===== src/rtl/ssd_glyph_pkg.sv =====
// Shared glyph definitions for the seven-segment digit encoder and readback checker.
// Glyphs are 4 columns x 9 rows, stored column-major: bits [c*9 +: 9] hold column c,
// and bit 0 of each column word is the top row. Also holds the readback FSM state type.
package ssd_glyph_pkg;

    localparam int GLYPH_COLS  = 4;
    localparam int GLYPH_ROWS  = 9;
    localparam int GLYPH_BITS  = GLYPH_COLS * GLYPH_ROWS;
    localparam int GLYPH_COUNT = 11;

    localparam logic [3:0] VALUE_BLANK = 4'hE;
    localparam logic [3:0] VALUE_NONE  = 4'hF;

    // Each constant is written {col3, col2, col1, col0}.
    localparam logic [GLYPH_BITS-1:0] GLYPH_0     = {9'h1FF, 9'h101, 9'h101, 9'h1FF};
    localparam logic [GLYPH_BITS-1:0] GLYPH_1     = {9'h1FF, 9'h000, 9'h000, 9'h000};
    localparam logic [GLYPH_BITS-1:0] GLYPH_2     = {9'h11F, 9'h111, 9'h111, 9'h1F1};
    localparam logic [GLYPH_BITS-1:0] GLYPH_3     = {9'h1FF, 9'h111, 9'h111, 9'h111};
    localparam logic [GLYPH_BITS-1:0] GLYPH_4     = {9'h1FF, 9'h010, 9'h010, 9'h01F};
    localparam logic [GLYPH_BITS-1:0] GLYPH_5     = {9'h1F1, 9'h111, 9'h111, 9'h11F};
    localparam logic [GLYPH_BITS-1:0] GLYPH_6     = {9'h1F1, 9'h111, 9'h111, 9'h1FF};
    localparam logic [GLYPH_BITS-1:0] GLYPH_7     = {9'h1FF, 9'h001, 9'h001, 9'h001};
    localparam logic [GLYPH_BITS-1:0] GLYPH_8     = {9'h1FF, 9'h111, 9'h111, 9'h1FF};
    localparam logic [GLYPH_BITS-1:0] GLYPH_9     = {9'h1FF, 9'h111, 9'h111, 9'h11F};
    localparam logic [GLYPH_BITS-1:0] GLYPH_BLANK = '0;

    // Entry i is digit i; the last entry is the blank glyph.
    localparam logic [GLYPH_COUNT-1:0][GLYPH_BITS-1:0] GLYPH_TABLE = {
        GLYPH_BLANK, GLYPH_9, GLYPH_8, GLYPH_7, GLYPH_6, GLYPH_5,
        GLYPH_4, GLYPH_3, GLYPH_2, GLYPH_1, GLYPH_0
    };

    typedef enum logic [2:0] {
        StIdle,
        StDrive,
        StWait,
        StDecode,
        StDone
    } rb_state_e;

    // Flat bit position of (column, row) inside a glyph pattern.
    function automatic logic [5:0] glyph_bit_idx(input logic [1:0] col, input logic [3:0] row);
        return 6'(col) * 6'd9 + 6'(row);
    endfunction

endpackage


===== src/rtl/ssd_readback_if.sv =====
// Host / display-matrix signal bundle for ssd_readback.
// master: the side issuing requests and answering polls; slave: the readback engine.
interface ssd_readback_if;

    logic        start;
    logic [10:0] ObjectX;
    logic [9:0]  ObjectY;
    logic [3:0]  ObjectScale;
    logic [9:0]  PollX;
    logic [8:0]  PollY;
    logic        Hit;
    logic [3:0]  Value;
    logic        Busy;
    logic        Done;
    logic        Error;

    modport master (
        output start, ObjectX, ObjectY, ObjectScale, Hit,
        input  PollX, PollY, Value, Busy, Done, Error
    );

    modport slave (
        input  start, ObjectX, ObjectY, ObjectScale, Hit,
        output PollX, PollY, Value, Busy, Done, Error
    );

endinterface


===== src/rtl/ssd_glyph_decode.sv =====
// Combinational glyph matcher: maps a captured 36-bit pattern to a digit code.
// Exact match only; the blank glyph yields VALUE_BLANK, no match yields VALUE_NONE.
module ssd_glyph_decode
    import ssd_glyph_pkg::*;
(
    input  logic [GLYPH_BITS-1:0] pattern_i,
    output logic [3:0]            value_o,
    output logic                  match_o
);

    // Compare against every glyph; constants are distinct so at most one hits.
    always_comb begin
        value_o = VALUE_NONE;
        match_o = 1'b0;
        for (int i = 0; i < GLYPH_COUNT; i++) begin
            if (pattern_i == GLYPH_TABLE[4'(i)]) begin
                match_o = 1'b1;
                value_o = (i == GLYPH_COUNT - 1) ? VALUE_BLANK : 4'(i);
            end
        end
    end

endmodule


===== src/rtl/ssd_readback.sv =====
// Seven-segment glyph readback: polls the centre of each of the 36 glyph cells on the
// display matrix, captures the hit bits and decodes them back to a digit value.
// Optional macro SSD_READBACK_MAJORITY_EN: each cell is sampled three times and the
// stored bit is the 2-of-3 majority (WAIT stretched by two cycles).
module ssd_readback
    import ssd_glyph_pkg::*;
#(
    parameter int unsigned HIT_LATENCY = 1
) (
    input logic           clk,
    input logic           reset,
    ssd_readback_if.slave bus
);

`ifdef SSD_READBACK_MAJORITY_EN
    localparam int unsigned WaitCycles = HIT_LATENCY + 2;
`else
    localparam int unsigned WaitCycles = HIT_LATENCY;
`endif
    localparam logic [3:0] WaitLast = 4'(WaitCycles - 1);

    rb_state_e             state_q, state_d;
    logic [10:0]           objx_q, objx_d;
    logic [9:0]            objy_q, objy_d;
    logic [3:0]            scale_q, scale_d;
    logic [1:0]            col_q, col_d;
    logic [3:0]            row_q, row_d;
    logic [3:0]            wait_q, wait_d;
    logic [GLYPH_BITS-1:0] cap_q, cap_d;
    logic [9:0]            pollx_q, pollx_d;
    logic [8:0]            polly_q, polly_d;
    logic [3:0]            value_q, value_d;
    logic                  error_q, error_d;

    // 20 bits holds the largest row offset (8 << 15) plus origin without wrapping.
    logic [19:0] half_w, x_w, y_w;
    logic        out_of_range;
    logic        hit_bit;
    logic [3:0]  dec_value;
    logic        dec_match;

`ifdef SSD_READBACK_MAJORITY_EN
    logic [1:0] vote_q, vote_d;

    // Older two samples plus the current Hit form the vote.
    assign hit_bit = (vote_q[1] & vote_q[0]) | (vote_q[1] & bus.Hit) | (vote_q[0] & bus.Hit);
`else
    assign hit_bit = bus.Hit;
`endif

    // Cell-centre coordinates for the current (column, row) and the range check.
    always_comb begin
        half_w       = (20'd1 << scale_q) >> 1;
        x_w          = 20'(objx_q) + (20'(col_q) << scale_q) + half_w;
        y_w          = 20'(objy_q) + (20'(row_q) << scale_q) + half_w;
        out_of_range = (x_w >= 20'd1024) || (y_w >= 20'd512);
    end

    ssd_glyph_decode u_decode (
        .pattern_i (cap_q),
        .value_o   (dec_value),
        .match_o   (dec_match)
    );

    // Scan sequencer next-state and datapath updates.
    always_comb begin
        state_d = state_q;
        objx_d  = objx_q;
        objy_d  = objy_q;
        scale_d = scale_q;
        col_d   = col_q;
        row_d   = row_q;
        wait_d  = wait_q;
        cap_d   = cap_q;
        pollx_d = pollx_q;
        polly_d = polly_q;
        value_d = value_q;
        error_d = error_q;
`ifdef SSD_READBACK_MAJORITY_EN
        vote_d  = vote_q;
`endif
        unique case (state_q)
            StIdle: begin
                if (bus.start) begin
                    state_d = StDrive;
                    objx_d  = bus.ObjectX;
                    objy_d  = bus.ObjectY;
                    scale_d = bus.ObjectScale;
                    col_d   = '0;
                    row_d   = '0;
                    cap_d   = '0;
                    value_d = VALUE_NONE;
                    error_d = 1'b0;
                end
            end
            StDrive: begin
                wait_d = '0;
                if (out_of_range) begin
                    // Poll registers keep their last value: nothing off-screen is driven.
                    state_d = StDone;
                    value_d = VALUE_NONE;
                    error_d = 1'b1;
                end else begin
                    state_d = StWait;
                    pollx_d = x_w[9:0];
                    polly_d = y_w[8:0];
                end
            end
            StWait: begin
`ifdef SSD_READBACK_MAJORITY_EN
                vote_d = {vote_q[0], bus.Hit};
`endif
                if (wait_q == WaitLast) begin
                    cap_d[glyph_bit_idx(col_q, row_q)] = hit_bit;
                    if (row_q == 4'(GLYPH_ROWS - 1)) begin
                        row_d = '0;
                        if (col_q == 2'(GLYPH_COLS - 1)) begin
                            state_d = StDecode;
                        end else begin
                            col_d   = col_q + 2'd1;
                            state_d = StDrive;
                        end
                    end else begin
                        row_d   = row_q + 4'd1;
                        state_d = StDrive;
                    end
                end else begin
                    wait_d = wait_q + 4'd1;
                end
            end
            StDecode: begin
                value_d = dec_value;
                error_d = ~dec_match;
                state_d = StDone;
            end
            StDone: begin
                state_d = StIdle;
            end
            default: begin
                state_d = StIdle;
            end
        endcase
    end

    // State and datapath registers with synchronous reset.
    always_ff @(posedge clk) begin
        if (reset) begin
            state_q <= StIdle;
            objx_q  <= '0;
            objy_q  <= '0;
            scale_q <= '0;
            col_q   <= '0;
            row_q   <= '0;
            wait_q  <= '0;
            cap_q   <= '0;
            pollx_q <= '0;
            polly_q <= '0;
            value_q <= VALUE_NONE;
            error_q <= 1'b0;
`ifdef SSD_READBACK_MAJORITY_EN
            vote_q  <= '0;
`endif
        end else begin
            state_q <= state_d;
            objx_q  <= objx_d;
            objy_q  <= objy_d;
            scale_q <= scale_d;
            col_q   <= col_d;
            row_q   <= row_d;
            wait_q  <= wait_d;
            cap_q   <= cap_d;
            pollx_q <= pollx_d;
            polly_q <= polly_d;
            value_q <= value_d;
            error_q <= error_d;
`ifdef SSD_READBACK_MAJORITY_EN
            vote_q  <= vote_d;
`endif
        end
    end

    // Outputs come straight from registers or the registered state.
    always_comb begin
        bus.PollX = pollx_q;
        bus.PollY = polly_q;
        bus.Value = value_q;
        bus.Error = error_q;
        bus.Busy  = (state_q != StIdle);
        bus.Done  = (state_q == StDone);
    end

endmodule


===== src/flat_wrapper.sv =====
// flat-port wrapper written by rule: the top's interface ports become plain ports
module ssd_readback_flat import ssd_glyph_pkg::*;
#(
    parameter int unsigned HIT_LATENCY = 1
)
  (clk, reset, bus_start, bus_ObjectX, bus_ObjectY, bus_ObjectScale, bus_Hit, bus_PollX, bus_PollY, bus_Value, bus_Busy, bus_Done, bus_Error);
  ssd_readback_if bus_i ();
  input logic clk;
  input logic reset;
  input wire logic [$bits(bus_i.start)-1:0] bus_start;
  input wire logic [$bits(bus_i.ObjectX)-1:0] bus_ObjectX;
  input wire logic [$bits(bus_i.ObjectY)-1:0] bus_ObjectY;
  input wire logic [$bits(bus_i.ObjectScale)-1:0] bus_ObjectScale;
  input wire logic [$bits(bus_i.Hit)-1:0] bus_Hit;
  output wire logic [$bits(bus_i.PollX)-1:0] bus_PollX;
  output wire logic [$bits(bus_i.PollY)-1:0] bus_PollY;
  output wire logic [$bits(bus_i.Value)-1:0] bus_Value;
  output wire logic [$bits(bus_i.Busy)-1:0] bus_Busy;
  output wire logic [$bits(bus_i.Done)-1:0] bus_Done;
  output wire logic [$bits(bus_i.Error)-1:0] bus_Error;
  assign bus_i.start = bus_start;
  assign bus_i.ObjectX = bus_ObjectX;
  assign bus_i.ObjectY = bus_ObjectY;
  assign bus_i.ObjectScale = bus_ObjectScale;
  assign bus_i.Hit = bus_Hit;
  assign bus_PollX = bus_i.PollX;
  assign bus_PollY = bus_i.PollY;
  assign bus_Value = bus_i.Value;
  assign bus_Busy = bus_i.Busy;
  assign bus_Done = bus_i.Done;
  assign bus_Error = bus_i.Error;
  ssd_readback #(.HIT_LATENCY(HIT_LATENCY)) u_core (.clk(clk), .reset(reset), .bus(bus_i));
endmodule

===== config.mk =====
export PLATFORM = sky130hd
export DESIGN_NAME = ssd_readback_flat
export DESIGN_NICKNAME = d
export VERILOG_FILES = /design/src/rtl/ssd_glyph_pkg.sv /design/src/rtl/ssd_readback_if.sv /design/src/rtl/ssd_glyph_decode.sv /design/src/rtl/ssd_readback.sv /design/src/flat_wrapper.sv
export SDC_FILE = /design/constraint.sdc
export NUM_CORES = 1
export LEC_CHECK = 0
export CORE_MARGIN = 2
export CORE_UTILIZATION = 45
export DETAILED_ROUTE_END_ITERATION = 8
export DONT_BUFFER_PORTS = 1
export GPL_TIMING_DRIVEN = 0
export SLEW_MARGIN = 5
export SYNTH_ARGS = -nofsm -noshare
export SYNTH_HDL_FRONTEND = slang
export SYNTH_SLANG_ARGS = --single-unit

===== constraint.sdc =====
create_clock -name clk -period 5.8 [get_ports clk]
set_input_delay 1.16 -clock clk [delete_from_list [all_inputs] [get_ports clk]]
set_output_delay 1.16 -clock clk [all_outputs]
set_load 0.02 [all_outputs]

==> impl_metrics.yaml, run 1 <==
clocking:
  cts.sinks: 59
  clkTransAtPathRegs_ns: 0.05
  cts_buffer_depth: 2
  cts_root_buffer: "clkbuf_16"
  h-tree-depth: 3
  post_cts_buffers: 0
  insertion_delay_ns: 0.33
  cts_tree: "done"
  numCtsBuffers: 9
cells_and_area:
  syn2layout_area_growth_pct: 10.1
  drive_gt1_share_pct: 6.00
  fin_nets: 808
  insertedDiodeCount: 0
pwr:
  vdd.ir_drop.worst_v: 0.000205
  seqPwrFrac_pct: 35.1
  p_clk_share_pct: 48.0
  power_switching_uw: 348
  p_sw_share_pct: 27.4
  internal_power_uw: 923
  p_leak_uw: 0.00249
  comb_power_share_pct: 16.9
  power_density_nw_per_um2: 221
drt:
  drt_iter0_drc: 328
  route.detailed.drc: 0
  viasPerCell: 5.67
  postRouteAntennaNets: 0
  wire_per_inst_um: 17.5
  drt-pass1-iter-count: 5
  num_vias: 4873
  routed_wirelength_um: 15100
sta:
  holdWs_ns: 0.460
  setup_viol: 0
  timing.final.crit_share_pct: 93.7
  timing.final.crit_period_ns: 5.43
  finalHoldViolations: 0
  skew_ns: 0.00925
  clock.fmax_mhz: 184
  fin_ws_ns: 0.367
  slew_viol_final: 0
  rsz0062_at_grt: "false"
  tns_ns: 0
  slew_headroom_pct: 38.4
  worst_pin_slew_ns: 0.915
die:
  start_util_pct: 46.0
  fp.dieH_um: 112
  rows: 39
  core-area_um2: 11400
  die_area_um2: 12500
  dieWidth_um: 112
  io_pins: 55
yosys:
  yosysSeqAreaShare_pct: 22.6
  syn_inst: 699
  netlist_area_um2: 5230
  synth_cell_type_count: 69
  synth_edf_count: 0
  ys.flop_type: "dfxtp_1"
  ys_ff_latch: 59
  yosys.area.top_type_share_pct: 22.6
  yosys.area.top_type: "dfxtp_1"
  synth.area.top_cells: "dfxtp_1, ha_1, fa_1, a21oi_1, nand2_1"
  yosys_warnings: 0
  synthArstFlopShare_pct: 0
  avgSynthCellArea_um2: 7.48
run:
  cap_violations: 0
placement:
  preCtsSetupSlack_ns: 0.350
  gp_congestion: 0.912
  dpl.hpwl_um: 12200
  port_buffers: 0
setup_path:
  cp-end-kind: "register"
  worstPathArrival_ns: 5.67
  cp-start-kind: "register"
  cp_max_fo: 10
  r2r_setup_slack_ns: 0.37
  crit_required_ns: 6.04
  crit_type: "reg2reg"
global_routing:
  grt_usage_pct: 24.8
  grt_antenna_before_repair: 0
  grt_overflow: 0
  grt_pass1_vias: 4761
  grt_max_degree: 11
  grt_pass1_wl_um: 24600
min_path:
  hold_path.class: "reg2reg"
status:
  outcome: "finished, final reports clean"
==> timing repair <==
item	in CTS	in global routing
resized for setup	0	1
hold buffers	0	0
hold endpoints to repair	0	0
endpoints found under the setup margin	0	8
==> flip-flops by register name, summed over array words and instances (netlist names) <==
signal and cells:
u_core.scale_q 4, u_core.bus.PollY 9, u_core.bus.Value 1, u_core.objy_q 10
u_core.objx_q 11, u_core.row_q 4, u_core.col_q 2, u_core.state_q 3
u_core.bus.Error 1, u_core.bus.PollX 10, u_core.wait_q 4
==> cell families (layout without fill, tap and decap cells) <==
logic type	after synthesis	count (layout)	synth area share [%]
muxes	10	10	1.94
other	1	3	0.0717
AOI/OAI and AO/OA	186	186	22.3
and+or+nand+nor	254	254	22.8
buffers and inverters	102	118	7.90
adders and majority gates	67	67	19.1
DFF	59	59	22.6
xor gates and xnor gates	20	20	3.35
==> cells in the mapped netlist, types with 2 or more instances <==
cell type,count
nand4_1,4
o21ai_1,2
a21o_1,11
dfxtp_1,59
o21a_1,4
nor3_1,13
clkbuf_1,31
fa_1,21
a211oi_1,6
a211o_1,2
o21bai_1,2
a31oi_1,7
or3_1,4
buf_2,8
or4_1,3
a22oi_1,3
nand3_1,26
nor4_1,2
mux2i_1,9
inv_1,56
o21ai_0,39
o2111ai_1,4
buf_1,2
o211ai_1,4
buf_4,3
and2_1,6
nand2_1,101
and3_1,6
ha_1,46
or2_2,3
nand3b_1,4
nor2_1,56
a21oi_1,77
and4_1,2
nand2b_1,10
xnor2_1,13
xor2_1,7
nor2b_1,9
a311oi_1,4
==> worst max-delay path, stage by stage, from the launching register on <==
cell and delay (ns):
dfxtp_1 0.30, buf_2 0.18, clkbuf_2 0.24, nor2_1 0.57, nand3_1 0.13, o21ai_0 0.18
nand2b_1 0.13, fa_1 0.49, inv_1 0.05, ha_1 0.37, nand4_1 0.28, a21oi_1 0.47
nor3_1 0.11, or4_1 0.41, a32oi_1 0.38, and4_1 0.34, buf_2 0.19, buf_2 0.22
nand3_1 0.12, a21oi_1 0.20
==> final cells by class <==
type | instances | area (um^2)
Clock inverter | 5 | 100
Buffer | 46 | 204
Fill cell | 1142 | 5610
Inverter | 56 | 210
Tap cell | 143 | 179
Clock buffer | 11 | 243
Sequential cell | 59 | 1180
Multi-Input combinational cell | 540 | 3640
==> layer usage <==
metal	vias up	routed length, um	GRT usage, %	part of all wire, %
met2	156	6540	38.7	43
met3	23	981	5.33	6.5
met5	-	0	0	0
met1	2253	7190	34.3	48
met4	0	342	8.07	2.3
li1	2441	-	-	-
==> metrics by stage <==
stage,utilization (%),instances,total power (uW),area [um^2]
final,50.6,860,1270,5760
after CTS,50.6,860,1280,5760
after global placement,47.6,844,663,5410
after global routing,50.6,860,1330,5760
after floorplan,-,701,606,5240
after detailed placement,47.6,844,666,5410
==> power by group through the flow <==
stage | sequential (uW) | clock, uW | combinational, uW
final | 446 | 610 | 215
after detailed placement | 454 | 0 | 212
after global routing | 448 | 636 | 241
after floorplan | 449 | 0 | 157
after CTS | 446 | 618 | 214
after global placement | 453 | 0 | 210
==> layout by cell type, fill, tap and decap left out, types with 6 or more instances in the layout <==
master,Yosys,routed
and3_1,6,6
a21o_1,11,11
inv_1,56,56
nor2_1,56,56
fa_1,21,21
a31oi_1,7,7
mux2i_1,9,9
nand2_1,101,101
ha_1,46,46
xnor2_1,13,13
a21oi_1,77,77
clkbuf_1,31,32
and2_1,6,6
a211oi_1,6,6
o21ai_0,39,39
clkbuf_16,0,9
dfxtp_1,59,59
buf_2,8,8
nor2b_1,9,9
nand3_1,26,26
xor2_1,7,7
nand2b_1,10,10
nor3_1,13,13
==> path summary, 6_finish.rpt <==
| kind | startpoint | endpoint | cells after the start |
|---|---|---|---|
| worst max-delay path | u_core.scale_q[0]$_SDFFE_PP0P_ | u_core.bus.PollY[7]$_SDFFE_PP0P_ | 19 |
| worst min-delay path | u_core.objy_q[8]$_SDFFE_PP0P_ | u_core.objy_q[8]$_SDFFE_PP0P_ | 2 |
| worst min register to register | u_core.objy_q[8]$_SDFFE_PP0P_ | u_core.objy_q[8]$_SDFFE_PP0P_ | 2 |
| worst max register to register | u_core.scale_q[0]$_SDFFE_PP0P_ | u_core.bus.PollY[7]$_SDFFE_PP0P_ | 19 |
(Power assumes the default switching activity.)
==> run 2: changes to the inputs <==
- ABC_AREA: unset -> 1
- RECOVER_POWER: unset -> 100
- SLEW_MARGIN: 5 -> 20
==> impl_metrics.yaml, run 2 <==
min_path:
  hold_path.class: "reg2reg"
  worstHoldStart: "u_core.objx_q[2]$_SDFFE_PP0P_"
  worstHoldPathCells: 2
  min_to: "u_core.objx_q[2]$_SDFFE_PP0P_"
pwr:
  total_power_uw: 1830
  p_clk_share_pct: 27.5
  p_leak_uw: 0.00294
  power_switching_uw: 802
  p_sw_share_pct: 43.9
  vdd.ir_drop.worst_v: 0.000186
  power_density_nw_per_um2: 309
  seqPwrFrac_pct: 30.0
  comb_power_share_pct: 42.5
  internal_power_uw: 1020
die:
  rows: 40
  fp.dieH_um: 114
  start_util_pct: 45.7
  io_pins: 55
  core-area_um2: 11900
  dieWidth_um: 114
  die_area_um2: 13000
yosys:
  synthMostInstantiatedCell: "nand2_1"
  yosys_warnings: 0
  yosys.area.top_type_share_pct: 21.7
  synth.area.top_cells: "dfxtp_1, nand2_1, ha_1, inv_1, fa_1"
  synthTopCellsByCount: "nand2_1, inv_1, nor2_1"
  avgSynthCellArea_um2: 6.49
  synthArstFlopShare_pct: 0
  yosysSeqAreaShare_pct: 21.7
  ys_ff_latch: 59
  syn_inst: 839
  yosys.area.top_type: "dfxtp_1"
  ys.flop_type: "dfxtp_1"
  netlist_area_um2: 5450
  synth_edf_count: 0
  synth_cell_type_count: 39
drt:
  drt_iter0_drc: 287
  drt-pass1-iter-count: 5
  viasPerCell: 5.20
  num_vias: 5221
  postRouteAntennaNets: 0
  routed_wirelength_um: 15600
  wire_per_inst_um: 15.6
  route.detailed.drc: 0
placement:
  port_buffers: 0
  placed_area_um2: 5640
  dpl.hpwl_um: 13300
  gp_congestion: 0.905
setup_path:
  r2r-end: "u_core.bus.Value[0]$_SDFFE_PP1P_"
  crit_required_ns: 6.00
  slowest_stage: "fa_1"
  r2r_setup_slack_ns: 0.76
  cp_num_buf_inv: 8
  worstPathArrival_ns: 5.24
  crit_path_frequent_cell: "nand2_1"
  cp-start-kind: "register"
  critPathMaxStageDelay_ns: 0.46
  cp-end-kind: "register"
  reg2reg_depth: 28
  crit_family: "simple AND/OR/NAND/NOR gates"
  crit_type: "reg2reg"
  cp_max_fo: 10
  r2r_start: "u_core.scale_q[3]$_SDFFE_PP0P_"
global_routing:
  grt_antenna_before_repair: 0
  grt_max_degree: 12
  grt_pass1_vias: 5235
  grt_pass1_wl_um: 25500
  grt_overflow: 0
  grt_usage_pct: 25.5
cells_and_area:
  final_util_pct: 49.6
  regMostFlops: "u_core.objx_q"
  fillCellCount: 1292
  drive_gt1_share_pct: 6.53
  most-common-layout-cells: "nand2_1, inv_1, nor2_1"
  syn2layout_area_growth_pct: 8.47
  fin_nets: 948
  largest_register_ffs: 11
  insertedDiodeCount: 0
  ff_latch_area_um2: 1180
  multi_input_area_um2: 3550
  layout_commonest_cell: "nand2_1"
  fin_area_um2: 5910
clocking:
  h-tree-depth: 3
  cts_root_buffer: "clkbuf_16"
  cts_resized: 0
  post_cts_buffers: 0
  hold_buffers: 0
  cts_tree: "done"
  clkTransAtPathRegs_ns: 0.05
  cts_buffer_depth: 2
  insertion_delay_ns: 0.33
  cts.sinks: 59
  numCtsBuffers: 9
sta:
  timing.final.crit_share_pct: 86.8
  finalHoldViolations: 0
  setup_viol: 0
  worst_pin_slew_ns: 0.638
  timing.final.crit_period_ns: 5.04
  holdWs_ns: 0.484
  slew_viol_final: 0
  slew_headroom_pct: 57.1
  clock.fmax_mhz: 199
  skew_ns: 0.00433
  rsz0062_at_grt: "false"
  tns_ns: 0
status:
  outcome: "finished, final reports clean"
run:
  cap_violations: 0
## run 2: cell count changes after synthesis, sizes merged, moves of 9 or more
| cell | previous run | this run |
|---|---|---|
| a21o | 12 | 1 |
| clkbuf | 32 | 20 |
| inv | 56 | 150 |
| mux2i | 9 | 0 |
| nand2 | 101 | 208 |
| nand2b | 10 | 0 |
| nand3 | 26 | 42 |
| nand4 | 5 | 25 |
| nor2 | 56 | 84 |
| nor2b | 9 | 0 |
| xnor2 | 13 | 4 |
## run 2: how the worst max path moves through the flow
stage	slack (ns)	end	start	depth (start not counted)
floorplan	1.94	u_core.bus.Value[0]$_SDFFE_PP1P_	u_core.scale_q[3]$_SDFFE_PP0P_	28
global placement	0.95	u_core.bus.Value[0]$_SDFFE_PP1P_	u_core.scale_q[3]$_SDFFE_PP0P_	28
detailed placement	0.94	u_core.bus.Value[0]$_SDFFE_PP1P_	u_core.scale_q[3]$_SDFFE_PP0P_	28
CTS	0.93	u_core.bus.Value[0]$_SDFFE_PP1P_	u_core.scale_q[3]$_SDFFE_PP0P_	28
global route	0.33	u_core.bus.Value[0]$_SDFFE_PP1P_	u_core.scale_q[3]$_SDFFE_PP0P_	28
finish	0.76	u_core.bus.Value[0]$_SDFFE_PP1P_	u_core.scale_q[3]$_SDFFE_PP0P_	28
## run 2: final cells by class
class                      count  area share (%)
multi-input combinational    602            60.1
clock inverter                 5           0.614
buffer                        30            2.41
inverter                     150            9.53
sequential                    59            20.0
clock buffer                  11            4.28
tap                          147            3.11
## run 2: metrics by stage
step,setup slack (ns),cells
final,0.764,1004
after global routing,0.328,1004
after CTS,0.927,1004
after detailed placement,0.944,988
after global placement,0.946,988
after floorplan,1.94,841
## run 2: kinds of logic after synthesis
| kind of cell | share of synthesized area [%] |
|---|---|
| AO/OA/AOI/OAI | 12.7 |
| XOR/XNOR | 2.89 |
| adder cells (fa/ha/maj) | 18.3 |
| buffers and inverters | 13.0 |
| flip-flops | 21.7 |
| other | 0.0688 |
| AND/OR/NAND/NOR | 31.4 |
## run 2: per-layer routing
| metal | vias up | part of all wire [%] | track usage [%] |
|---|---|---|---|
| met5 | - | 0 | 0 |
| met4 | 0 | 2.8 | 8.78 |
| met2 | 110 | 47 | 43.9 |
| met3 | 29 | 3.7 | 3.99 |
| li1 | 2690 | - | - |
| met1 | 2392 | 47 | 32.4 |
## run 2: power groups by stage
stage               clock (uW)  sequential (uW)  combinational [uW]
floorplan                    0              541                 565
global placement             0              554                 763
detailed placement           0              556                 774
CTS                        511              548                 779
global route               529              555                 879
finish                     502              548                 776
## run 2: worst min-delay path, stage by stage, from the launching register on
cell and delay [ns]:
dfxtp_1 0.33, inv_1 0.06, a21oi_1 0.05
==> run 3: changes to the inputs <==
- ABC_AREA: 1 -> unset
==> impl_metrics.yaml, run 3 (same netlist as run 1, synthesis figures left out) <==
clocking:
  cts_buffer_depth: 2
  clkTransAtPathRegs_ns: 0.05
  cts.sinks: 59
  cts_root_buffer: "clkbuf_16"
  insertion_delay_ns: 0.33
  h-tree-depth: 3
  hold_buffers: 0
  numCtsBuffers: 9
  cts_tree: "done"
die:
  io_pins: 55
  core-area_um2: 11400
  die_area_um2: 12500
  fp.dieH_um: 112
  start_util_pct: 46.0
  rows: 39
  dieWidth_um: 112
sta:
  setup_viol: 0
  timing.final.crit_period_ns: 5.45
  holdWs_ns: 0.460
  timing.final.crit_share_pct: 93.9
  slew_viol_final: 0
  tns_ns: 0
  fin_ws_ns: 0.351
  slew_headroom_pct: 38.4
  worst_pin_slew_ns: 0.915
  rsz0062_at_grt: "false"
  skew_ns: 0.00955
  clock.fmax_mhz: 184
  finalHoldViolations: 0
drt:
  postRouteAntennaNets: 0
  drt_iter0_drc: 324
  drt-pass1-iter-count: 5
  num_vias: 4885
  viasPerCell: 5.68
  routed_wirelength_um: 15100
  route.detailed.drc: 0
  wire_per_inst_um: 17.5
pwr:
  power_density_nw_per_um2: 221
  p_sw_share_pct: 27.4
  p_leak_uw: 0.00249
  seqPwrFrac_pct: 35.1
  p_clk_share_pct: 48.0
  vdd.ir_drop.worst_v: 0.000205
  comb_power_share_pct: 16.9
  internal_power_uw: 923
  power_switching_uw: 349
cells_and_area:
  drive_gt1_share_pct: 5.86
  insertedDiodeCount: 0
  regMostFlops: "u_core.objx_q"
  fin_nets: 808
  most-common-layout-cells: "nand2_1, a21oi_1, dfxtp_1"
  largest_register_ffs: 11
  fin_cells: 860
  layout_commonest_cell: "nand2_1"
  syn2layout_area_growth_pct: 10.0
placement:
  dpl.hpwl_um: 12200
  gp_congestion: 0.912
  preCtsSetupSlack_ns: 0.350
  dp.cells: 844
  port_buffers: 0
global_routing:
  grt_use_met3_pct: 5.33
  grt_antenna_before_repair: 0
  grt_pass1_wl_um: 24600
  grt_util_met1_pct: 34.3
  use_met2_pct: 38.7
  grt_max_degree: 11
  grt_overflow: 0
  top_usage_layer: "met2"
  grt_usage_pct: 24.8
  grt_pass1_vias: 4761
min_path:
  hold_path.class: "reg2reg"
  worstHoldStart: "u_core.objy_q[8]$_SDFFE_PP0P_"
setup_path:
  r2r_start: "u_core.scale_q[1]$_SDFFE_PP0P_"
  crit_start: "u_core.scale_q[1]$_SDFFE_PP0P_"
  crit_type: "reg2reg"
  crit_path_end: "u_core.bus.PollY[7]$_SDFFE_PP0P_"
  worstPathArrival_ns: 5.69
  crit_required_ns: 6.04
  cp_max_fo: 10
  r2r-end: "u_core.bus.PollY[7]$_SDFFE_PP0P_"
  reg2reg_depth: 21
  cp-start-kind: "register"
  r2r_setup_slack_ns: 0.35
  cp-end-kind: "register"
status:
  outcome: "finished, final reports clean"
run:
  cap_violations: 0
==> run 3: changes by cell type in the layout (fill, tap and decap cells not counted), sizes merged, moves of 14 or more <==
cell    delta
nand4     -20
nand2    -107
inv       -95
nor2      -28
clkbuf    +14
nand3     -16
==> run 3: how the worst min path moves through the flow <==
stage / end / slack, ns / depth (start not counted)
3_5_place_dp: u_core.objy_q[3]$_SDFFE_PP0P_ / 0.46 / 2
2_1_floorplan: u_core.objx_q[10]$_SDFFE_PP0P_ / 0.44 / 2
5_1_grt: u_core.objy_q[3]$_SDFFE_PP0P_ / 0.48 / 2
3_3_place_gp: u_core.objx_q[3]$_SDFFE_PP0P_ / 0.45 / 2
4_1_cts: u_core.objy_q[3]$_SDFFE_PP0P_ / 0.46 / 2
6_report: u_core.objy_q[8]$_SDFFE_PP0P_ / 0.46 / 2
==> run 3: worst max-delay path, cell delays in order (launching register included) <==
cell       delay (ns)
dfxtp_1          0.36
buf_2            0.23
buf_1            0.46
nand2b_1         0.24
nor2_1           0.21
inv_1            0.08
fa_1             0.44
inv_1            0.07
ha_1             0.16
inv_1            0.05
fa_1             0.40
nor2b_1          0.19
o2111ai_1        0.26
a21oi_1          0.47
o21ai_0          0.21
mux2i_1          0.28
and3_1           0.23
and4_1           0.28
buf_2            0.19
clkbuf_2         0.23
nand3_1          0.12
a21oi_1          0.20
==> run 3: area by class of cell <==
cell class	instances	area, um^2
clock buffers	11	243
clock inverters	5	100
flip-flops and latches	59	1180
fillers	1144	5620
multi-input cells	540	3630
inverters	56	210
well taps	143	179
plain buffers	46	204
==> run 3: stage by stage <==
| stage | util, % | power, uW | area [um^2] |
|---|---|---|---|
| global placement | 47.6 | 663 | 5410 |
| CTS | 50.6 | 1280 | 5760 |
| finish | 50.6 | 1270 | 5750 |
| global route | 50.6 | 1320 | 5750 |
| detailed placement | 47.6 | 666 | 5410 |
| floorplan | - | 606 | 5240 |
==> run 3: repair_timing <==
item,in CTS,in global routing
setup buffers,0,0
setup endpoints to repair,0,8
gates resized for setup,0,1
==> run 3: metal layers <==
layer	vias up	share of wire, %	wire length (um)
li1	2441	-	-
met1	2256	47	7120
met2	165	44	6550
met3	23	6.9	1050
met4	0	2.3	342
met5	-	0	0
==> run 3: power by group through the flow <==
stage | registers, uW | logic (uW) | clock network [uW]
finish | 446 | 215 | 611
global route | 448 | 241 | 636
CTS | 446 | 214 | 618
detailed placement | 454 | 212 | 0
global placement | 453 | 210 | 0
floorplan | 449 | 157 | 0
